==> src/rtl/bn_pkg.sv <==
// rtl/bn_pkg.sv - shared BN fixed-point helpers and FSM state type
package bn_pkg;

  localparam int FRAC_BITS_DEF = 8;

  typedef enum logic {
    IDLE = 1'b0,
    ACC  = 1'b1
  } state_t;

  // Clamp a wide signed value into the signed range of a dw-bit word
  function automatic logic signed [63:0] sat_to_dw(input logic signed [63:0] v, input int dw);
    logic signed [63:0] hi;
    logic signed [63:0] lo;
    hi = (64'sd1 <<< (dw - 1)) - 64'sd1;
    lo = -hi - 64'sd1;
    if (v > hi) begin
      sat_to_dw = hi;
    end else if (v < lo) begin
      sat_to_dw = lo;
    end else begin
      sat_to_dw = v;
    end
  endfunction

endpackage

==> src/rtl/adj_bp_if.sv <==
// rtl/adj_bp_if.sv - sample/gradient bundle between the BN backward stages
interface adj_bp_if #(
  parameter int DATA_WIDTH = 16
);
  logic                         start_bn_bp_in;
  logic                         clear_in;
  logic signed [DATA_WIDTH-1:0] dy_in;
  logic signed [DATA_WIDTH-1:0] xhat_in;
  logic signed [DATA_WIDTH-1:0] gamma_in;
  logic                         start_bn_bp_out;
  logic signed [DATA_WIDTH-1:0] dxhat_out;
  logic signed [DATA_WIDTH-1:0] dgamma_out;
  logic signed [DATA_WIDTH-1:0] dbeta_out;
  logic                         grad_valid_out;
  logic                         busy_out;

  modport slave (
    input  start_bn_bp_in, clear_in, dy_in, xhat_in, gamma_in,
    output start_bn_bp_out, dxhat_out, dgamma_out, dbeta_out, grad_valid_out, busy_out
  );

  modport master (
    output start_bn_bp_in, clear_in, dy_in, xhat_in, gamma_in,
    input  start_bn_bp_out, dxhat_out, dgamma_out, dbeta_out, grad_valid_out, busy_out
  );
endinterface

==> src/rtl/bn_sat_mul.sv <==
// rtl/bn_sat_mul.sv - signed fixed-point multiply, truncating shift, saturate
module bn_sat_mul
  import bn_pkg::*;
#(
  parameter int DATA_WIDTH = 16,
  parameter int FRAC_BITS  = FRAC_BITS_DEF
) (
  input  logic signed [DATA_WIDTH-1:0] i_a,
  input  logic signed [DATA_WIDTH-1:0] i_b,
  output logic signed [DATA_WIDTH-1:0] o_p
);

  logic signed [2*DATA_WIDTH-1:0] w_prod;
  logic signed [63:0]             w_shift;

  assign w_prod  = i_a * i_b;
  // Sign-extend before the arithmetic shift so truncation rounds toward -inf
  assign w_shift = 64'(w_prod) >>> FRAC_BITS;
  assign o_p     = DATA_WIDTH'(sat_to_dw(w_shift, DATA_WIDTH));

endmodule

==> src/rtl/adj_bp.sv <==
// rtl/adj_bp.sv - BN adjust backward pass: dxhat stream plus per-batch dgamma/dbeta
module adj_bp
  import bn_pkg::*;
#(
  parameter int DATA_WIDTH = 16,
  parameter int FRAC_BITS  = FRAC_BITS_DEF,
  parameter int MINI_BATCH = 64
) (
  input logic     clk,
  input logic     rst_n,
  adj_bp_if.slave bus
);

  localparam int ADDR_WIDTH = $clog2(MINI_BATCH);
  localparam int ACC_WIDTH  = DATA_WIDTH + ADDR_WIDTH + 1;
  localparam logic [ADDR_WIDTH-1:0] LAST_CNT = ADDR_WIDTH'(MINI_BATCH - 1);

  state_t r_state;
  state_t w_state_nxt;

  logic [ADDR_WIDTH-1:0]        r_cnt;
  logic signed [ACC_WIDTH-1:0]  r_acc_beta;
  logic signed [ACC_WIDTH-1:0]  r_acc_gamma;
  logic                         r_start_out;
  logic signed [DATA_WIDTH-1:0] r_dxhat;
  logic signed [DATA_WIDTH-1:0] r_dgamma;
  logic signed [DATA_WIDTH-1:0] r_dbeta;
  logic                         r_grad_valid;

  logic signed [DATA_WIDTH-1:0] w_dxhat_mul;
  logic signed [DATA_WIDTH-1:0] w_dg_mul;
  logic signed [ACC_WIDTH-1:0]  w_dy_ext;
  logic signed [ACC_WIDTH-1:0]  w_dg_ext;
  logic signed [ACC_WIDTH-1:0]  w_beta_sum;
  logic signed [ACC_WIDTH-1:0]  w_gamma_sum;
  logic                         w_valid;
  logic                         w_last;
  logic                         w_load;
  logic                         w_add;
  logic                         w_fin;

  bn_sat_mul #(.DATA_WIDTH(DATA_WIDTH), .FRAC_BITS(FRAC_BITS)) u_mul_dxhat (
    .i_a (bus.gamma_in),
    .i_b (bus.dy_in),
    .o_p (w_dxhat_mul)
  );

  bn_sat_mul #(.DATA_WIDTH(DATA_WIDTH), .FRAC_BITS(FRAC_BITS)) u_mul_dgamma (
    .i_a (bus.dy_in),
    .i_b (bus.xhat_in),
    .o_p (w_dg_mul)
  );

  assign w_valid     = bus.start_bn_bp_in;
  assign w_last      = (r_cnt == LAST_CNT);
  assign w_dy_ext    = ACC_WIDTH'(bus.dy_in);
  assign w_dg_ext    = ACC_WIDTH'(w_dg_mul);
  assign w_beta_sum  = r_acc_beta + w_dy_ext;
  assign w_gamma_sum = r_acc_gamma + w_dg_ext;

  // FSM state register
  always_ff @(posedge clk or negedge rst_n) begin
    if (!rst_n) begin
      r_state <= IDLE;
    end else begin
      r_state <= w_state_nxt;
    end
  end

  // FSM next state: clear always wins, final sample returns to IDLE
  always_comb begin
    w_state_nxt = r_state;
    if (bus.clear_in) begin
      w_state_nxt = IDLE;
    end else if (w_valid) begin
      case (r_state)
        IDLE:    w_state_nxt = ACC;
        ACC:     w_state_nxt = w_last ? IDLE : ACC;
        default: w_state_nxt = IDLE;
      endcase
    end
  end

  // FSM outputs: which accumulator action this cycle performs
  always_comb begin
    w_load = 1'b0;
    w_add  = 1'b0;
    w_fin  = 1'b0;
    if (!bus.clear_in && w_valid) begin
      if (r_state == IDLE) begin
        w_load = 1'b1;
      end else if (w_last) begin
        w_fin = 1'b1;
      end else begin
        w_add = 1'b1;
      end
    end
  end

  // Sample counter and batch accumulators
  always_ff @(posedge clk or negedge rst_n) begin
    if (!rst_n) begin
      r_cnt       <= '0;
      r_acc_beta  <= '0;
      r_acc_gamma <= '0;
    end else if (bus.clear_in || w_fin) begin
      r_cnt       <= '0;
      r_acc_beta  <= '0;
      r_acc_gamma <= '0;
    end else if (w_load) begin
      r_cnt       <= ADDR_WIDTH'(1);
      r_acc_beta  <= w_dy_ext;
      r_acc_gamma <= w_dg_ext;
    end else if (w_add) begin
      r_cnt       <= r_cnt + ADDR_WIDTH'(1);
      r_acc_beta  <= w_beta_sum;
      r_acc_gamma <= w_gamma_sum;
    end
  end

  // Gradient outputs load only on the batch's final sample and hold otherwise
  always_ff @(posedge clk or negedge rst_n) begin
    if (!rst_n) begin
      r_dgamma     <= '0;
      r_dbeta      <= '0;
      r_grad_valid <= 1'b0;
    end else begin
      r_grad_valid <= w_fin;
      if (w_fin) begin
        r_dgamma <= DATA_WIDTH'(sat_to_dw(64'(w_gamma_sum), DATA_WIDTH));
        r_dbeta  <= DATA_WIDTH'(sat_to_dw(64'(w_beta_sum), DATA_WIDTH));
      end
    end
  end

  // dxhat stream: fixed one-cycle latency regardless of FSM or clear
  always_ff @(posedge clk or negedge rst_n) begin
    if (!rst_n) begin
      r_start_out <= 1'b0;
      r_dxhat     <= '0;
    end else begin
      r_start_out <= w_valid;
      r_dxhat     <= w_valid ? w_dxhat_mul : '0;
    end
  end

  assign bus.start_bn_bp_out = r_start_out;
  assign bus.dxhat_out       = r_dxhat;
  assign bus.dgamma_out      = r_dgamma;
  assign bus.dbeta_out       = r_dbeta;
  assign bus.grad_valid_out  = r_grad_valid;
  assign bus.busy_out        = (r_state == ACC);

endmodule

==> src/flat_wrapper.sv <==
// flat-port wrapper written by rule: the top's interface ports become plain ports
module adj_bp_flat import bn_pkg::*;
#(
  parameter int DATA_WIDTH = 16,
  parameter int FRAC_BITS  = FRAC_BITS_DEF,
  parameter int MINI_BATCH = 64
)
  (clk, rst_n, bus_start_bn_bp_in, bus_clear_in, bus_dy_in, bus_xhat_in, bus_gamma_in, bus_start_bn_bp_out, bus_dxhat_out, bus_dgamma_out, bus_dbeta_out, bus_grad_valid_out, bus_busy_out);
  adj_bp_if #(.DATA_WIDTH(DATA_WIDTH)) bus_i ();
  input logic clk;
  input logic rst_n;
  input wire logic [$bits(bus_i.start_bn_bp_in)-1:0] bus_start_bn_bp_in;
  input wire logic [$bits(bus_i.clear_in)-1:0] bus_clear_in;
  input wire logic [$bits(bus_i.dy_in)-1:0] bus_dy_in;
  input wire logic [$bits(bus_i.xhat_in)-1:0] bus_xhat_in;
  input wire logic [$bits(bus_i.gamma_in)-1:0] bus_gamma_in;
  output wire logic [$bits(bus_i.start_bn_bp_out)-1:0] bus_start_bn_bp_out;
  output wire logic [$bits(bus_i.dxhat_out)-1:0] bus_dxhat_out;
  output wire logic [$bits(bus_i.dgamma_out)-1:0] bus_dgamma_out;
  output wire logic [$bits(bus_i.dbeta_out)-1:0] bus_dbeta_out;
  output wire logic [$bits(bus_i.grad_valid_out)-1:0] bus_grad_valid_out;
  output wire logic [$bits(bus_i.busy_out)-1:0] bus_busy_out;
  assign bus_i.start_bn_bp_in = bus_start_bn_bp_in;
  assign bus_i.clear_in = bus_clear_in;
  assign bus_i.dy_in = bus_dy_in;
  assign bus_i.xhat_in = bus_xhat_in;
  assign bus_i.gamma_in = bus_gamma_in;
  assign bus_start_bn_bp_out = bus_i.start_bn_bp_out;
  assign bus_dxhat_out = bus_i.dxhat_out;
  assign bus_dgamma_out = bus_i.dgamma_out;
  assign bus_dbeta_out = bus_i.dbeta_out;
  assign bus_grad_valid_out = bus_i.grad_valid_out;
  assign bus_busy_out = bus_i.busy_out;
  adj_bp #(.DATA_WIDTH(DATA_WIDTH), .FRAC_BITS(FRAC_BITS), .MINI_BATCH(MINI_BATCH)) u_core (.clk(clk), .rst_n(rst_n), .bus(bus_i));
endmodule
==> config.mk <==
export PLATFORM = sky130hd
export DESIGN_NAME = adj_bp_flat
export DESIGN_NICKNAME = d
export VERILOG_FILES = /design/src/rtl/bn_pkg.sv /design/src/rtl/adj_bp_if.sv /design/src/rtl/bn_sat_mul.sv /design/src/rtl/adj_bp.sv /design/src/flat_wrapper.sv
export SDC_FILE = /design/constraint.sdc
export NUM_CORES = 2
export LEC_CHECK = 0
export ABC_AREA = 1
export CORE_MARGIN = 4
export CORE_UTILIZATION = 30
export CTS_BUF_LIST = sky130_fd_sc_hd__clkbuf_8
export CTS_CLUSTER_SIZE = 25
export DETAILED_ROUTE_END_ITERATION = 8
export GPL_TIMING_DRIVEN = 0
export PLACE_DENSITY_LB_ADDON = 0.2
export SLEW_MARGIN = 20
export SYNTH_ARGS = -nofsm -noshare
export SYNTH_HDL_FRONTEND = slang
export SYNTH_SLANG_ARGS = --single-unit
==> constraint.sdc <==
create_clock -name clk -period 3.25 [get_ports clk]
set_input_delay 0.8125 -clock clk [delete_from_list [all_inputs] [get_ports clk]]
set_output_delay 0.8125 -clock clk [all_outputs]
set_load 0.01 [all_outputs]
After elaboration in Yosys (flattened, before gate mapping) --
Index checks and enable logic that the tools add are counted. Widths: inputs -> output; s select.
Operators by class: mux-type cells 29, eq/ne operators 1, multiply operators 2, order comparisons 8, bitwise logic cells 1, $add $sub $neg 3, reduce and logical (&&, ||, !) cells 5
Operators by type and width (count):
- $mux 16 | 9
- $mux 23 | 6
- $mul 16x16->32 | 2
- $gt 24x16->1 const B | 2
- $lt 24x16->1 const B | 2
- $add 23x16->23 | 2
- $gt 23x16->1 const B | 2
- $lt 23x16->1 const B | 2
- $mux 6 | 3
- $mux 1 | 10
- $add 6x1->6 const B | 1
- $eq 6x6->1 const B | 1
- $reduce_bool 3->1 | 1
- $pmux 1 s2 | 1
- $reduce_bool 2->1 | 1
- $logic_and 1x1->1 | 1
- $logic_not 1->1 | 1
- $logic_or 1x1->1 | 1
- $not 1->1 | 1
Word-level totals: input bits 52, bits in registers 103, output and inout port bits 51

Longest topological paths before layout --
word-level depth 8, gate-level depth with buffers 50, gate-level depth less buffers 46

Hierarchy --
Synthesis repeated with hierarchy kept, for this count alone.
Unflattened totals: cell total of the unflattened synthesis 4063, area total of the unflattened synthesis 29233.0 um^2
Modules (own cells, without submodules):
- bn_sat_mul at u_core.u_mul_dgamma | instances 1, seq. area each 0.0 um^2, area each 10880.4 um^2, cells each 1495
- bn_sat_mul at u_core.u_mul_dxhat | instances 1, seq. area each 0.0 um^2, area each 10789.1 um^2, cells each 1458
- adj_bp | instances 1, seq. area each 2577.5 um^2, area each 7563.5 um^2, cells each 1110

Worst setup path after synthesis --
Ideal clock, no wire load.
kind input port to flip-flop, start input port bus_dy_in[15], end register u_core.r_dgamma[10], in the netlist u_core.bus.dgamma_out[10], buffers on the path 3, library setup time 0.114 ns, data arrival time 8.646 ns, stages 46, setup slack -5.511 ns, path through clkbuf_1 buf_1 nand2_1 fa_1 inv_1 fa_1 inv_1 fa_1 fa_1 inv_1 fa_1 inv_1 fa_1 inv_1 ha_1 nand2_1 inv_1 nand2_1 (+10 left out) ha_1 inv_1 fa_1 o21ai_1 nand2_1 nand2_1 nand4_1 nand2_1 nand2_1 nand2_1 inv_1 nor2_1 nand4_1 nand2_4 nand2_4 buf_12 nor2_2 nor2_2
Between the ends: word-level cells in the longest chain between the ends 8, elaborated cells between the ends (all ways) 10, those cells by class add/sub: 1; mul: 1; order compare: 4; mux: 4
Ends and longest elaborated chain:
- start: declaration | line flat_wrapper.sv:14 | input wire logic [$bits(bus_i.dy_in)-1:0] bus_dy_in;
- $mul 16x16->32 (*) | line bn_sat_mul.sv:16 | assign w_prod = i_a * i_b;
- $lt 24x16->1 | line bn_pkg.sv:19 | end else if (v < lo) begin
- $mux 16 | line bn_pkg.sv:19
- $mux 16 (*) | line bn_pkg.sv:17 | if (v > hi) begin
- $add 23x16->23 (*) | line adj_bp.sv:59 | assign w_gamma_sum = r_acc_gamma + w_dg_ext;
- $lt 23x16->1 | line bn_pkg.sv:19
- $mux 16 | line bn_pkg.sv:19
- $mux 16 (*) | line bn_pkg.sv:17
- end signal: assignment | line adj_bp.sv:130 | r_dgamma <= DATA_WIDTH'(sat_to_dw(64'(w_gamma_sum), DATA_WIDTH));
- end: declaration | line adj_bp.sv:26 | logic signed [DATA_WIDTH-1:0] r_dgamma;
Every way passes the cells marked *; elsewhere a longest branch is shown, timed or not. A chain may end at the register's enable or synchronous reset.

Worst setup path after layout --
start input port bus_dy_in[15], end register u_core.r_dgamma[5], in the netlist u_core.bus.dgamma_out[5]
Same word-level chain as after synthesis.

==> out/metrics.cfg <==
[sta]
fin_crit_ns=8.27
relSlewSlack_pct=41.3
fin_crit_share_pct=254
clock_skew_ns=0.0272
slew_at_the_pin_with_the_worst_max_slew_slack_ns=0.880
final.setup.worst_slack_ns=-5.02
setup_viol_count_final=55
rsz_0062_raised_after_global_routing=yes
max_freq_mhz=121
final.hold.worst_slack_ns=0.240
slew_violations=0
hold_violations=0

[yosys]
synth_area_sq_um=28600
synthesis.nets=4661
synth.ff_latch_count=103
postSynthCellCount=3879
synth_warnings=0
syn-mean-instance-area_sq_um=7.37
synth.yosys.seq_area_share_pct=9.01
postSynth.topFlopCell=dfrtp_1
synthDistinctLibCells=49
synth-async-reset-ratio_pct=100
count_of_flip_flops_with_a_built_in_enable_after_synthesis=0

[clock_tree]
numClockSinks=103
clk_pin_slew_worst_paths_ns=0.14
cts_root_buf=clkbuf_8
cts_htree_levels=3
tritoncts=yes
clk_path_buf_depth=2
cts_hold_repair.buffers=0
insertion_delay_ns=0.47
cts-buffers-inserted=9

[critical_path]
crit_arrival_ns=8.62
worstSetupEndpointType=flip-flop
crit_path_max_incr_delay_ns=0.63
cpMaxStageDelayCell=fa_2
kind_of_critical_path=primary input to flip-flop
required_time_of_the_critical_path_ns=3.60
worst_path_most_repeated_cell=fa_1
critical_path_peak_fanout=8
worst_setup_path_start_kind=primary input

[placement]
port-buffer-count=87
place_congestion=0.897
dp_cells=5221
placement.setup.worst_slack_ns=-6.94
dp_hpwl_um=77700

[layout]
final-instance-count-excl-fill=5433
final_core_utilization_pct=39.4
fin_nets=4950
area_added_between_synthesis_and_finish_pct=29.3
drive_above_1_share_pct=22.9

[route]
route.detailed.vias_per_inst=4.62
detailroute.via_count=25100
routed_wirelength_normalized_by_instance_count_um=17.5
drt_drc_violations_left=0
detailedRoute.firstIterationViolations=1416
totalWireLength_um=95100
firstDrtPassIters=5
antenna_left=0

[grt]
first_pass_grt_wire_length_um=148000
grt_max_degree=72
antenna_found_initial=8
grtUsageTotal_pct=19.2
grt_remaining_overflow=0
number_of_global_route_vias_before_repair=25600

[hold_path]
min-delay-path-class=primary input to async pin

[die]
ioPinCount=103
fp.dieArea_sq_um=100000
die_height_um=317
number_of_core_rows=112
design.core.area_sq_um=93900
floorplan.initialDensity_pct=30.5
dieWidth_um=317

[status]
status=finished, violations left
violated_checks=setup timing

[job]
number_of_maximum_capacitance_violations=0

==> repair_timing <==
action / CTS / global route
gates cloned: 6 / 6
resized for setup: 366 / 547
setup buffers: 99 / 80
endpoints found under the setup margin: 86 / 94
pin swaps: 100 / 272
==> layout by cell type, fill, tap and decap left out, types with 53 or more instances in the layout <==
cell type	count
inv_1	960
nand3_1	75
dfrtp_1	103
nand2_2	139
a21oi_1	76
ha_1	144
o21ai_0	53
ha_4	55
nand2_1	950
buf_4	171
clkdlybuf4s50_1	53
nor2_1	108
fa_1	490
==> logic make-up (layout without fill, tap and decap cells) <==
family	after synthesis	count (layout)	synth area share, %
other cells	0	6	0
flops	103	103	9.01
fa+ha+maj	730	730	45.7
simple gates	1536	1536	22.0
compound gates	272	272	5.31
buf+inv	1150	1444	15.3
xor+xnor	88	88	2.69
==> through the flow <==
step,setup TNS [ns],instance area [sq um]
global placement,-722.95,32300
detailed placement,-371.83,32300
CTS,-232.08,34700
floorplan,-206.93,29900
global route,-249.61,37000
finish,-236.37,37000
==> worst paths after layout <==
| kind | slack [ns] | from | end | depth (start not counted) |
|---|---|---|---|---|
| setup / recovery | -5.02 | bus_dy_in[15] | u_core.bus.dgamma_out[5] | 44 |
| hold / removal | 0.24 | rst_n | u_core.bus.dxhat_out[14] | 1 |
| setup reg to reg | 0.30 | u_core.r_acc_beta[9] | u_core.bus.dbeta_out[5] | 16 |
| hold reg to reg | 0.49 | u_core.bus.dbeta_out[5] | u_core.bus.dbeta_out[5] | 2 |
| max in group asynchronous | 2.28 | rst_n | u_core.r_acc_gamma[20] | 2 |
| min in group clk | 0.49 | u_core.bus.dbeta_out[5] | u_core.bus.dbeta_out[5] | 2 |
==> cell type report <==
type                    count  area (sq um)
inverters                1010          3840
fillers                  9945         56900
clock inverters             7          90.1
well taps                1254          1570
plain buffers             140          1760
multi-input cells        2626         24500
clock buffers               9           124
flip-flops and latches    103          2580
diodes                      6          15.0
repair buffers            278          2530
==> Yosys cell counts, types with 2 or more instances <==
| cell type | instances | area, sq um |
|---|---|---|
| nand2_1 | 1127 | 4230 |
| inv_1 | 1006 | 3780 |
| fa_1 | 524 | 10500 |
| ha_1 | 206 | 2580 |
| nor2_1 | 169 | 634 |
| a21oi_1 | 134 | 671 |
| clkbuf_1 | 120 | 450 |
| dfrtp_1 | 103 | 2580 |
| nand3_1 | 94 | 470 |
| o21ai_0 | 79 | 395 |
| xor2_1 | 51 | 447 |
| xnor2_1 | 37 | 324 |
| nand4_1 | 34 | 213 |
| nor2_2 | 31 | 194 |
| or2_2 | 30 | 188 |
| o21bai_1 | 18 | 135 |
| nor3_1 | 16 | 80.1 |
| nand2_2 | 10 | 62.6 |
| a21o_1 | 8 | 60.1 |
| o221ai_1 | 8 | 70.1 |
| buf_2 | 7 | 35.0 |
| buf_1 | 6 | 22.5 |
| nand2_4 | 6 | 67.6 |
| a31oi_1 | 5 | 31.3 |
| nand3b_1 | 5 | 37.5 |
| nor4_1 | 5 | 31.3 |
| a21boi_0 | 4 | 30.0 |
| buf_4 | 3 | 22.5 |
| buf_6 | 3 | 33.8 |
| o21ai_1 | 3 | 15.0 |
| a21oi_2 | 2 | 17.5 |
| and3_1 | 2 | 12.5 |
| clkinv_1 | 2 | 7.51 |
| inv_2 | 2 | 7.51 |
| o211ai_1 | 2 | 15.0 |
| o22ai_1 | 2 | 12.5 |
| o31ai_1 | 2 | 15.0 |
| or2_1 | 2 | 12.5 |
==> worst max-delay path, delay by kind of cell <==
kind,cells,cell delay (ns)
XOR/XNOR,1,0.09
adder cells (fa/ha/maj),8,3.89
AND/OR/NAND/NOR,19,1.93
buffers and inverters,14,1.39
AO/OA/AOI/OAI,2,0.48
==> flip-flops by register name, indices dropped and copies added, names as in the netlist <==
signal / cells
u_core.r_acc_beta: 23
u_core.bus.grad_valid_out: 1
u_core.r_acc_gamma: 23
u_core.bus.busy_out: 1
u_core.bus.dxhat_out: 16
u_core.bus.dgamma_out: 16
u_core.r_cnt: 6
u_core.bus.dbeta_out: 16
u_core.bus.start_bn_bp_out: 1
==> routing by layer <==
| metal | GRT usage, % | up-vias | routed length (um) |
|---|---|---|---|
| met3 | 2.58 | 73 | 5760 |
| li1 | - | 11900 | - |
| met2 | 31.3 | 596 | 44200 |
| met4 | 2.54 | 6 | 1020 |
| met1 | 27.8 | 12600 | 44200 |
| met5 | 0 | - | 41 |
Power is not shown: default switching activity piles up to over one toggle a cycle in this logic, so the estimate is an artifact.
